[src/rtl/ir_fetch_pkg.sv]
// Shared types and default sizing for the instruction fetch sequencer.
// The optional fetch timeout is enabled by defining FETCH_TIMEOUT_EN.
package ir_fetch_pkg;

  localparam int ADDR_W_DEF  = 16;
  localparam int TIMEOUT_DEF = 15;

  typedef enum logic [1:0] {
    IDLE     = 2'd0,
    FETCH_LO = 2'd1,
    FETCH_HI = 2'd2
  } fetch_state_t;

endpackage

[src/rtl/fetch_watchdog.sv]
// Wait-cycle counter for a fetch byte; flags the TIMEOUT-th consecutive stall cycle.
// Only present in builds that define FETCH_TIMEOUT_EN.
`ifdef FETCH_TIMEOUT_EN
module fetch_watchdog
  import ir_fetch_pkg::*;
#(
  parameter int TIMEOUT = TIMEOUT_DEF
) (
  input  logic Clock,
  input  logic Reset,
  input  logic clear,
  input  logic enable,
  output logic expired
);

  localparam int CNT_W = $clog2(TIMEOUT + 1);
  localparam logic [CNT_W-1:0] LAST = CNT_W'(TIMEOUT - 1);

  logic [CNT_W-1:0] count;

  // expired marks the cycle whose stall would bring the count to TIMEOUT
  assign expired = enable && (count == LAST);

  always_ff @(posedge Clock) begin
    if (Reset) begin
      count <= '0;
    end else if (clear) begin
      count <= '0;
    end else if (enable && !expired) begin
      count <= count + 1'b1;
    end
  end

endmodule
`endif

[src/rtl/ir_fetch_sequencer.sv]
// Fetches a 16-bit instruction as two bytes (low then high) into the instruction register.
// Define FETCH_TIMEOUT_EN to abort a stalled fetch after TIMEOUT wait cycles.
//
// state    | meaning
// IDLE     | waiting for Start; PCLoad accepted here only
// FETCH_LO | reading low byte at PC, waiting on MemReady
// FETCH_HI | reading high byte at PC, waiting on MemReady
module ir_fetch_sequencer
  import ir_fetch_pkg::*;
#(
  parameter int ADDR_W  = ADDR_W_DEF,
  parameter int TIMEOUT = TIMEOUT_DEF
) (
  input  logic              Clock,
  input  logic              Reset,
  input  logic              Start,
  input  logic              PCLoad,
  input  logic [ADDR_W-1:0] PCIn,
  input  logic [7:0]        MemData,
  input  logic              MemReady,
  output logic              MemRead,
  output logic [ADDR_W-1:0] MemAddr,
  output logic [7:0]        IRData,
  output logic              IRWrite,
  output logic              IRLH,
  output logic [ADDR_W-1:0] PCOut,
  output logic              Busy,
  output logic              Done,
  output logic              Error
);

  if (TIMEOUT < 1) begin : g_timeout_range
    $error("ir_fetch_sequencer: TIMEOUT must be at least 1");
  end

  fetch_state_t      state, state_nx;
  logic [ADDR_W-1:0] pc, pc_nx;
  logic [7:0]        ir_data, ir_data_nx;
  logic              ir_write, ir_write_nx;
  logic              ir_lh, ir_lh_nx;
  logic              done, done_nx;

`ifdef FETCH_TIMEOUT_EN
  logic              wd_clear, wd_expired;
  logic [ADDR_W-1:0] start_pc, start_pc_nx;
  logic              error_q, error_nx;

  fetch_watchdog #(.TIMEOUT(TIMEOUT)) u_watchdog (
    .Clock   (Clock),
    .Reset   (Reset),
    .clear   (wd_clear),
    .enable  ((state != IDLE) && !MemReady),
    .expired (wd_expired)
  );
`endif

  always_ff @(posedge Clock) begin
    if (Reset) begin
      state    <= IDLE;
      pc       <= '0;
      ir_data  <= '0;
      ir_write <= 1'b0;
      ir_lh    <= 1'b0;
      done     <= 1'b0;
`ifdef FETCH_TIMEOUT_EN
      start_pc <= '0;
      error_q  <= 1'b0;
`endif
    end else begin
      state    <= state_nx;
      pc       <= pc_nx;
      ir_data  <= ir_data_nx;
      ir_write <= ir_write_nx;
      ir_lh    <= ir_lh_nx;
      done     <= done_nx;
`ifdef FETCH_TIMEOUT_EN
      start_pc <= start_pc_nx;
      error_q  <= error_nx;
`endif
    end
  end

  always_comb begin
    state_nx    = state;
    pc_nx       = pc;
    ir_data_nx  = ir_data;
    ir_write_nx = 1'b0;
    ir_lh_nx    = ir_lh;
    done_nx     = 1'b0;
`ifdef FETCH_TIMEOUT_EN
    start_pc_nx = start_pc;
    error_nx    = 1'b0;
    wd_clear    = 1'b0;
`endif
    case (state)
      IDLE: begin
        if (PCLoad) begin
          pc_nx = PCIn;
        end else if (Start) begin
          state_nx = FETCH_LO;
`ifdef FETCH_TIMEOUT_EN
          start_pc_nx = pc;
          wd_clear    = 1'b1;
`endif
        end
      end
      FETCH_LO: begin
        if (MemReady) begin
          ir_data_nx  = MemData;
          ir_write_nx = 1'b1;
          ir_lh_nx    = 1'b0;
          pc_nx       = pc + 1'b1;
          state_nx    = FETCH_HI;
`ifdef FETCH_TIMEOUT_EN
          wd_clear    = 1'b1;
`endif
        end
`ifdef FETCH_TIMEOUT_EN
        else if (wd_expired) begin
          state_nx = IDLE;
          pc_nx    = start_pc;
          error_nx = 1'b1;
        end
`endif
      end
      FETCH_HI: begin
        if (MemReady) begin
          ir_data_nx  = MemData;
          ir_write_nx = 1'b1;
          ir_lh_nx    = 1'b1;
          pc_nx       = pc + 1'b1;
          done_nx     = 1'b1;
          state_nx    = IDLE;
        end
`ifdef FETCH_TIMEOUT_EN
        else if (wd_expired) begin
          // abort rewinds so a retry refetches the whole instruction
          state_nx = IDLE;
          pc_nx    = start_pc;
          error_nx = 1'b1;
        end
`endif
      end
      default: state_nx = IDLE;
    endcase
  end

  assign MemRead = (state == FETCH_LO) || (state == FETCH_HI);
  assign Busy    = (state != IDLE);
  assign PCOut   = pc;
  assign MemAddr = pc;
  assign IRData  = ir_data;
  assign IRWrite = ir_write;
  assign IRLH    = ir_lh;
  assign Done    = done;
`ifdef FETCH_TIMEOUT_EN
  assign Error   = error_q;
`else
  assign Error   = 1'b0;
`endif

endmodule

[config.mk]
export PLATFORM = sky130hd
export DESIGN_NAME = ir_fetch_sequencer
export DESIGN_NICKNAME = d
export VERILOG_FILES = /design/src/rtl/ir_fetch_pkg.sv /design/src/rtl/fetch_watchdog.sv /design/src/rtl/ir_fetch_sequencer.sv
export SDC_FILE = /design/constraint.sdc
export NUM_CORES = 1
export LEC_CHECK = 0
export ABC_AREA = 1
export CAP_MARGIN = 15
export CORE_ASPECT_RATIO = 0.75
export CORE_UTILIZATION = 38
export DETAILED_ROUTE_END_ITERATION = 10
export GPL_TIMING_DRIVEN = 0
export PLACE_DENSITY = 0.8
export SYNTH_ARGS = -nofsm -noshare
export SYNTH_HDL_FRONTEND = slang
export SYNTH_HIERARCHICAL = 1
export SYNTH_SLANG_ARGS = --single-unit
[constraint.sdc]
create_clock -name Clock -period 1.5 [get_ports Clock]
set_input_delay 0.15 -clock Clock [delete_from_list [all_inputs] [get_ports Clock]]
set_output_delay 0.15 -clock Clock [all_outputs]
set_load 0.05 [all_outputs]
* Yosys cells after proc, flatten, opt, wreduce, memory -nomap -nowiden
Cells that the tools add are included.
** Storage, ports and cells
- Register bits :: 29
- Output and inout port bits :: 46
- Logic and storage cells :: 41
** Operators by class
- $add $sub $neg :: 1
- Equality and inequality tests :: 8
- Multiplexer cells :: 12
- Bitwise logic cells :: 2
- Reductions and logical operators :: 12
** Operator list (count)
- 16-bit two-way mux :: 2
- 16-bit one-hot mux with 2 select lines :: 1
- 16-bit by 1-bit adder with 16-bit output (second input constant) :: 1
- 2-bit != test (second input constant) :: 5
- 2-bit two-way mux :: 4
- 2-bit one-hot mux with 3 select lines :: 1
- 3-bit AND reduction :: 2
- 2-bit nonzero test :: 3
- 2-bit OR reduction :: 3
- 4-bit AND reduction :: 1
- 1-bit two-way mux :: 3
- 2-bit by 1-bit equality test with 1-bit output (second input constant) :: 1
- 2-bit equality test (second input constant) :: 1
- 2-bit zero test :: 1
- 2-bit by 1-bit != test with 1-bit output (second input constant) :: 1
- 1-bit NOT :: 2
- 1-bit one-hot mux with 2 select lines :: 1
- 2-bit AND reduction :: 1
- 1-bit logical OR :: 1

* Logic depth before layout (Yosys ltp)
Gate-level depths: netlist of the first run.
- Word-level depth :: 4
- Mapped depth :: 11
- Depth with buffers taken out :: 10

* Least setup slack after synthesis of the first run
OpenSTA, ideal clock, no wires.
- Path kind :: flip-flop to flip-flop
- Start :: reg state[0]
- End :: reg pc[4] (netlist: MemAddr[4])
- Setup time :: 70 ps
- Data arrival time :: 1800 ps
- Data required time :: 1430 ps
- Path slack :: -370 ps
- Stages on the path, launching flop included :: 8
- Clock period less this slack :: 1870 ps
- Cells stage by stage :: dfxtp_1 inv_1 ha_1 inv_1 buf_2 o21ai_0 nand2_1 a21oi_1
** Between the ends
- Cells in the longest elaborated chain, start to end :: 4
- Elaborated cells on any way between the ends :: 9
- Those cells by class :: 4 x eq/ne; 1 x mux; 4 x reduce/logical
** RTL lines
- start: declaration :: RTL line ir_fetch_sequencer.sv:36 : fetch_state_t state, state_nx;
- start signal: assignment :: RTL line ir_fetch_sequencer.sv:70 : state <= state_nx;
- 2-bit by 1-bit equality test with 1-bit output / 2-bit equality test (equally long branches) :: RTL line ir_fetch_sequencer.sv:95 : case (state)
- 2-bit OR reduction (no source line)
- 2-bit by 1-bit != test with 1-bit output (no source line) / 2-bit nonzero test (equally long branches)
- 3-bit AND reduction (no source line)
- end signal: assignment :: RTL line ir_fetch_sequencer.sv:71 : pc <= pc_nx;
- end: declaration :: RTL line ir_fetch_sequencer.sv:37 : logic [ADDR_W-1:0] pc, pc_nx;
Several ways; a longest one is shown, not always the timed one.
A chain may end at the register's enable or synchronous reset.

* Worst setup path in the final report of the first run
- Start :: reg state[0]
- End :: reg pc[5] (netlist: MemAddr[5])
Same word-level chain as after synthesis.

==> results of run 1 <==
==> kinds of logic after synthesis <==
group           count (synthesis)  share of synthesized area
flops                          29                      0.330
buf+inv                        46                      0.148
fa+ha+maj                       7                     0.0497
simple gates                  136                      0.313
compound gates                 51                      0.158
other cells                     1                    0.00213
==> how the worst max path moves through the flow <==
stage / to
6_report: MemAddr[5]$_SDFFE_PP0P_
4_1_cts: MemAddr[2]$_SDFFE_PP0P_
3_5_place_dp: MemRead
5_1_grt: MemAddr[2]$_SDFFE_PP0P_
2_1_floorplan: MemAddr[3]$_SDFFE_PP0P_
3_3_place_gp: MemRead
==> Yosys cell counts <==
cell                       instances
sky130_fd_sc_hd__dfxtp_1          29
sky130_fd_sc_hd__inv_1            20
sky130_fd_sc_hd__nand4_1           2
sky130_fd_sc_hd__a211oi_1          1
sky130_fd_sc_hd__nand2_1          56
sky130_fd_sc_hd__a21oi_1          17
sky130_fd_sc_hd__clkbuf_1          2
sky130_fd_sc_hd__o21ai_0          26
sky130_fd_sc_hd__nand3b_1          2
sky130_fd_sc_hd__o31ai_1           1
sky130_fd_sc_hd__o211ai_1          1
sky130_fd_sc_hd__buf_2             1
sky130_fd_sc_hd__buf_6             1
sky130_fd_sc_hd__buf_1             1
sky130_fd_sc_hd__ha_1              7
sky130_fd_sc_hd__nor2_1           57
sky130_fd_sc_hd__a31o_2            1
sky130_fd_sc_hd__buf_4            21
sky130_fd_sc_hd__conb_1            1
sky130_fd_sc_hd__a22o_1            2
sky130_fd_sc_hd__a31oi_1           1
sky130_fd_sc_hd__nand2_2           1
sky130_fd_sc_hd__nand3_1          15
sky130_fd_sc_hd__nor2_2            3
sky130_fd_sc_hd__a22oi_1           1
==> worst max-delay path, delay by kind of cell (launching register included) <==
family / cells / cell delay, ps
buffers and inverters: 3 / 420
adders and majority gates: 1 / 190
DFF: 1 / 350
and+or+nand+nor: 2 / 220
AOI/OAI and AO/OA: 2 / 250
==> cell type report <==
class                   instances  area share
multi-input cells             195       0.360
flip-flops and latches         29       0.213
well taps                      57      0.0253
inverters                      20      0.0320
clock buffers                   7      0.0307
repair buffers                 84       0.267
plain buffers                  26      0.0720
==> layout by cell type (no fill, tap or decap), types with 2 or more instances in the layout <==
master / synthesis / layout
sky130_fd_sc_hd__nand2_1: 56 / 53
sky130_fd_sc_hd__clkbuf_1: 2 / 3
sky130_fd_sc_hd__dfxtp_2: 0 / 4
sky130_fd_sc_hd__clkdlybuf4s15_2: 0 / 3
sky130_fd_sc_hd__o21ai_1: 0 / 11
sky130_fd_sc_hd__nor2_2: 3 / 10
sky130_fd_sc_hd__dfxtp_4: 0 / 4
sky130_fd_sc_hd__ha_1: 7 / 4
sky130_fd_sc_hd__a22o_1: 2 / 2
sky130_fd_sc_hd__ha_4: 0 / 2
sky130_fd_sc_hd__nand3b_1: 2 / 2
sky130_fd_sc_hd__nor2_1: 57 / 47
sky130_fd_sc_hd__dfxtp_1: 29 / 21
sky130_fd_sc_hd__inv_1: 20 / 15
sky130_fd_sc_hd__nand3_1: 15 / 15
sky130_fd_sc_hd__a21oi_1: 17 / 14
sky130_fd_sc_hd__buf_4: 21 / 29
sky130_fd_sc_hd__clkinvlp_4: 0 / 2
sky130_fd_sc_hd__inv_4: 0 / 3
sky130_fd_sc_hd__nor2_4: 0 / 3
sky130_fd_sc_hd__clkdlybuf4s15_1: 0 / 2
sky130_fd_sc_hd__nand4_1: 2 / 2
sky130_fd_sc_hd__clkbuf_8: 0 / 6
sky130_fd_sc_hd__clkdlybuf4s50_1: 0 / 27
sky130_fd_sc_hd__o21ai_0: 26 / 15
sky130_fd_sc_hd__dlygate4sd2_1: 0 / 32
sky130_fd_sc_hd__buf_6: 1 / 4
sky130_fd_sc_hd__clkbuf_2: 0 / 7
sky130_fd_sc_hd__a21oi_2: 0 / 3
sky130_fd_sc_hd__nand2_2: 1 / 3
==> metrics by stage <==
step | power, µW | setup slack, ps
after floorplan | 4890 | -100
after global placement | 6210 | -153
after detailed placement | 6280 | -162
after CTS | 7100 | -16.8
after global routing | 7940 | -106
final | 7490 | -56.4
==> registers in the layout (all words and copies together) (netlist names) <==
register and cells:
MemAddr 16, IRData 8, state 2, Done 1, IRLH 1, IRWrite 1
==> per-layer routing <==
metal / track usage / vias up
met3: 0.0632 / 10
met5: 0 / -
met1: 0.298 / 900
met2: 0.355 / 84
li1: - / 1037
met4: 0.0995 / 0
==> where the power goes <==
part           total [µW]  switching [µW]  internal (µW)
registers            1430             330           1100
clock network         654             290            363
logic                5410            3450           1960
total                7490            4070           3420
==> timing repair <==
item | in CTS | in global routing
pin swaps | 6 | 11
buffers inserted | 8 | 4
gates resized for setup | 68 | 51
cloned | 1 | 0
endpoints found under the setup margin | 65 | 33
==> summary.md, run 1 <==
* **outcome** finished with violations
* **failing checks** setup timing
* **R2R cell count** 8
* **footprint of the flip-flops and latches** 601 µm²
* **CP most frequent cell** sky130_fd_sc_hd__buf_4
* **Tmin final** 1560 ps
* **worst max-slew margin expressed relative to the limit** 0.595
* **sequential area share after synthesis** 0.330
* **TritonCTS clock tree** done
* **cell depth of the worst min-delay path** 2
* **wire length on met1** 2500 µm
* **detailed-placement wirelength estimate** 3670 µm
* **capturing point of the worst reg2reg path** MemAddr[5]$_SDFFE_PP0P_
* **critical setup path kind** reg -> reg
* **fmax** 643 MHz
* **number of nets in the layout** 397
* **proportion of netlist area held by the largest area contributor** 0.330
* **Post-Place Cells** 399
* **Die Footprint** 4920 µm²
* **wire length on met2** 2450 µm
* **Post-Route WL** 5500 µm
* **Hold Crit Endpoint** MemAddr[6]$_SDFFE_PP0P_
* **startpoint type of the worst setup path** flop
* **deepest level of the CTS H-tree** 2
* **post-route worst setup slack** -56.4 ps
* **Leak Pwr** 0.00130 µW
* **y dimension of the die** 61.0 µm
* **worst-path cell with the longest stage delay** sky130_fd_sc_hd__dfxtp_4
* **number of optimization iterations in the first detailed-route pass** 4
* **Ant. Diodes** 0
* **number of fillers in the final layout** 416
* **I/O pin count** 75
* **number of buffers created by CTS** 5
* **detailed route wirelength on metal3** 452 µm
* **Syn Nets** 306
* **routed wire length per instance** 13.2 µm
* **routed vias/inst** 4.86
* **RSZ-0062 raised after global routing** true
* **initial antenna violation count** 0
* **total power divided by cell area** 2660 nW/µm²
* **final core utilization** 0.630
* **clk sinks** 29
* **clock latency on the worst-skew pair** 280 ps
* **Placed Instance Area** 2590 µm²
* **critical path data required time** 1650 ps
* **clock root buffer** sky130_fd_sc_hd__clkbuf_8
* **Min-Delay Path Class** in -> reg
* **cell row count** 21
* **crit end category** flop
* **source of the worst hold timing path** Reset
* **Fin Setup TNS** -106 ps
* **yosys warns** 6
* **routed via count** 2031
* **Final Hold Vio Count** 0
* **count of cell types in the netlist** 25
* **vias in the first global route** 1866
* **number of DRC violations after detailed-routing iteration 0** 188
* **Cell Area, Synth** 1760 µm²
* **number of input and output port buffers inserted** 72
* **crit path DAT** 1710 ps
* **pins over their slew limit** 0
* **CTS clk-pin slew, worst paths** 70 ps
* **worst slew pin tran** 607 ps
* **Finish-stage setup viols** 5
* **max cap viols** 0
* **top metal layer carrying routed signals** met4
* **area growth from synthesis to layout** 59.7%
* **overall routing resource usage** 0.228
* **final weighted congestion of routability-driven global placement** 0.839
* **IR drop worst, VDD** 0.00128 V
* **combined area of the multi-input logic cells** 1010 µm²
* **source of the worst register-to-register timing path** state[0]$_SDFFE_PP0P_
* **final period utilization** 1.04
* **hold_buf cts** 0
* **Avg Inst Size Synth** 6.52 µm²
* **area of the placeable core** 4470 µm²
* **DRC** 0
* **hold slack final** 232 ps
* **Max clock buf depth** 2
* **synthesized flop and latch total** 29
* **CP max FO** 6
* **post-synthesis cell count** 270
* **share of cells above drive strength 1** 0.247
* **Synth area leaders** sky130_fd_sc_hd__dfxtp_1 33%, sky130_fd_sc_hd__nor2_1 12%, sky130_fd_sc_hd__nand2_1 12%
* **number of nets with antenna violations after routing** 0
* **list of cells traversed by the critical path** buf_4, ha_2, nor2_2, nand2_2, buf_6, buf_4, o21ai_1, a21oi_1
* **Starting Density** 0.394
* **post-route non-filler standard cell count** 418
* **die width** 80.6 µm
* **Final Cell Area** 2810 µm²
* **Fin Clk Skew** 7.16 ps
* **maximum number of pins on one net before global-route repair** 11
* **global-route wire length before repair** 8450 µm
* **reg2reg setup slack** -60 ps
* **startpoint of the most critical setup path** state[0]$_SDFFE_PP0P_
* **Yosys top cell by area** sky130_fd_sc_hd__dfxtp_1
* **total congestion overflow after global routing** 0
* **Slowest Stage Delay on Critical Path** 350 ps
(Power assumes the default switching activity.)
==> run 2, diff against run 1 <==
==> constraint.sdc (replaced) <==
create_clock -name Clock -period 1.27 [get_ports Clock]
set_input_delay 0.127 -clock Clock [delete_from_list [all_inputs] [get_ports Clock]]
set_output_delay 0.127 -clock Clock [all_outputs]
set_load 0.05 [all_outputs]
==> run 2 against run 1 <==
- the run still ends with setup timing left
- first-iteration DRC count is 87% higher
- sequential share of layout area decreased by 1.3 points
- via count increased by 12%
==> summary.md, run 2 (synthesized netlist as in run 1, its figures left out) <==
* **CP most frequent cell** sky130_fd_sc_hd__nor2_2
* **number of input and output port buffers inserted** 72, unchanged
* **CTS clk-pin slew, worst paths** 80 ps, about the same
* **worst-path cell with the longest stage delay** sky130_fd_sc_hd__dfxtp_4
* **post-route worst setup slack** -347 ps, -291 ps
* **leading cell type in the layout, fill and taps excluded** sky130_fd_sc_hd__nand2_1
* **area growth from synthesis to layout** 72.2%
* **Tmin final** 1620 ps, +60.7 ps
* **routed vias/inst** 5.27, +8.5%
* **CP max FO** 6, unchanged
* **Ant. Diodes** 0, unchanged
* **Hold Crit Endpoint** MemAddr[5]$_SDFFE_PP0P_
* **number of buffers created by CTS** 5, unchanged
* **most frequent cells in the layout** 50 x sky130_fd_sc_hd__nand2_1, 46 x sky130_fd_sc_hd__nor2_1, 31 x sky130_fd_sc_hd__buf_4
* **Min-Delay Path Class** in -> reg
* **clk sinks** 29, unchanged
* **source of the worst register-to-register timing path** state[0]$_SDFFE_PP0P_
* **cell depth of the worst min-delay path** 2, unchanged
* **source of the worst hold timing path** Reset
* **cell row count** 21, unchanged
* **Finish-stage setup viols** 28, +23
* **vias in the first global route** 1947, +4.3%
* **number of flip-flops in the largest register** 16, unchanged
* **R2R cell count** 8, unchanged
* **fmax** 618 MHz, -3.8%
* **category of cells accounting for the largest share of critical-path delay** buffers and inverters
* **Post-Place Cells** 399, unchanged
* **share of cells above drive strength 1** 0.427, +0.180
* **worst slew pin tran** 538 ps, -68.5 ps
* **capturing point of the worst reg2reg path** MemAddr[3]$_SDFFE_PP0P_
* **Fin Clk Skew** 14.7 ps, +7.57 ps
* **clock latency on the worst-skew pair** 290 ps, about the same
* **number of nets with antenna violations after routing** 0, unchanged
* **deepest level of the CTS H-tree** 2, unchanged
* **critical path data required time** 1440 ps, -210 ps
* **total buffers and inverters traversed by the critical path** 3, unchanged
* **pins over their slew limit** 0, unchanged
* **I/O pin count** 75, unchanged
* **overall routing resource usage** 0.255, +0.0272
* **post-placement worst setup slack** -374 ps, -212 ps
* **Die Footprint** 4920 µm², unchanged
* **Starting Density** 0.394, unchanged
* **outcome** finished with violations
* **crit path DAT** 1780 ps, +70 ps
* **final core utilization** 0.679, +0.0490
* **DRC** 0, unchanged
* **clock root buffer** sky130_fd_sc_hd__clkbuf_8
* **Fin Setup TNS** -4890 ps, -4790 ps
* **final period utilization** 1.27, +0.236
* **critical setup path kind** reg -> reg
* **total congestion overflow after global routing** 0, unchanged
* **Final Hold Vio Count** 0, unchanged
* **Max clock buf depth** 2, unchanged
* **failing checks** setup timing
* **maximum number of pins on one net before global-route repair** 11, unchanged
* **number of optimization iterations in the first detailed-route pass** 5, +1
* **die width** 80.6 µm, unchanged
* **Post-Route WL** 6660 µm, +21%
* **number of fillers in the final layout** 359, -14%
* **routed wire length per instance** 15.4 µm, +17%
* **post-route non-filler standard cell count** 432, +3.3%
* **worst max-slew margin expressed relative to the limit** 0.641, +0.0457
* **y dimension of the die** 61.0 µm, unchanged
* **reg2reg setup slack** -350 ps, -290 ps
* **number of nets in the layout** 410, +3.3%
* **number of DRC violations after detailed-routing iteration 0** 351, +87%
* **global-route wire length before repair** 9270 µm, +9.6%
* **RSZ-0062 raised after global routing** true
* **final weighted congestion of routability-driven global placement** 0.850, +1.3%
* **list of cells traversed by the critical path** inv_4, ha_4, clkinvlp_4, buf_4, a22oi_2, nor2_2, nor2_2, nor2_1
* **crit end category** flop
* **initial antenna violation count** 0, unchanged
* **startpoint type of the worst setup path** flop
* **routed via count** 2277, +12%
* **Slowest Stage Delay on Critical Path** 370 ps, +20 ps
* **detailed-placement wirelength estimate** 3660 µm, -0.42%
* **max cap viols** 0, unchanged
* **area of the placeable core** 4470 µm², unchanged
* **TritonCTS clock tree** done
run 2: cell types whose count changed in the layout (fill, tap and decap cells not counted), moves of 8 or more:
cell	before	now
sky130_fd_sc_hd__buf_6	4	16
sky130_fd_sc_hd__o21ai_0	15	7
sky130_fd_sc_hd__o21ai_2	0	8
sky130_fd_sc_hd__dlygate4sd2_1	32	1
sky130_fd_sc_hd__buf_2	1	21
run 2: layer usage:
metal,routed length [µm],GRT usage
met2,2990,0.419
met5,0,0
met4,239,0.0995
met1,2720,0.317
met3,707,0.0782
run 2: worst register-to-register path: stages, from the launching register on:
cell and delay [ps]:
sky130_fd_sc_hd__dfxtp_4 370, sky130_fd_sc_hd__inv_4 40, sky130_fd_sc_hd__ha_4 310, sky130_fd_sc_hd__clkinvlp_4 190
sky130_fd_sc_hd__buf_4 180, sky130_fd_sc_hd__a22oi_2 160, sky130_fd_sc_hd__nor2_2 60, sky130_fd_sc_hd__nor2_2 130
sky130_fd_sc_hd__nor2_1 50
run 2: area by class of cell:
class	instances	area (µm²)	share of cell area
multi-input combinational	195	1120	0.369
timing repair buffer	98	858	0.283
sequential	29	607	0.200
buffer	25	203	0.0668
inverter	20	92.6	0.0305
clock buffer	6	72.6	0.0239
tap	57	71.3	0.0235
clock inverter	2	10.0	0.00330
run 2: worst max path at each step:
stage / start / to / depth (start not counted)
3_3_place_gp: state[0]$_SDFFE_PP0P_ / MemRead / 3
4_1_cts: state[0]$_SDFFE_PP0P_ / MemAddr[11]$_SDFFE_PP0P_ / 11
6_report: state[0]$_SDFFE_PP0P_ / MemAddr[3]$_SDFFE_PP0P_ / 8
5_1_grt: MemAddr[3]$_SDFFE_PP0P_ / MemAddr[11]$_SDFFE_PP0P_ / 8
3_5_place_dp: state[0]$_SDFFE_PP0P_ / MemRead / 3
2_1_floorplan: state[0]$_SDFFE_PP0P_ / MemAddr[3]$_SDFFE_PP0P_ / 11
run 2: what timing repair did:
| action | CTS | global route |
|---|---|---|
| hold buffers | 0 | 0 |
| endpoints found under the setup margin | 71 | 51 |
| setup buffers | 13 | 12 |
| gates resized for setup | 210 | 75 |
| pin swaps | 23 | 23 |
| gates cloned | 4 | 0 |
run 2: per-stage QoR:
stage	hold slack [ps]	area, µm²
floorplan	259	1820
finish	218	3030
global route	249	3030
CTS	183	2910
global placement	460	2610
detailed placement	476	2610
Power of run 2 is not shown: default switching activity piles up to over one toggle a cycle in this logic, so the estimate is an artifact.
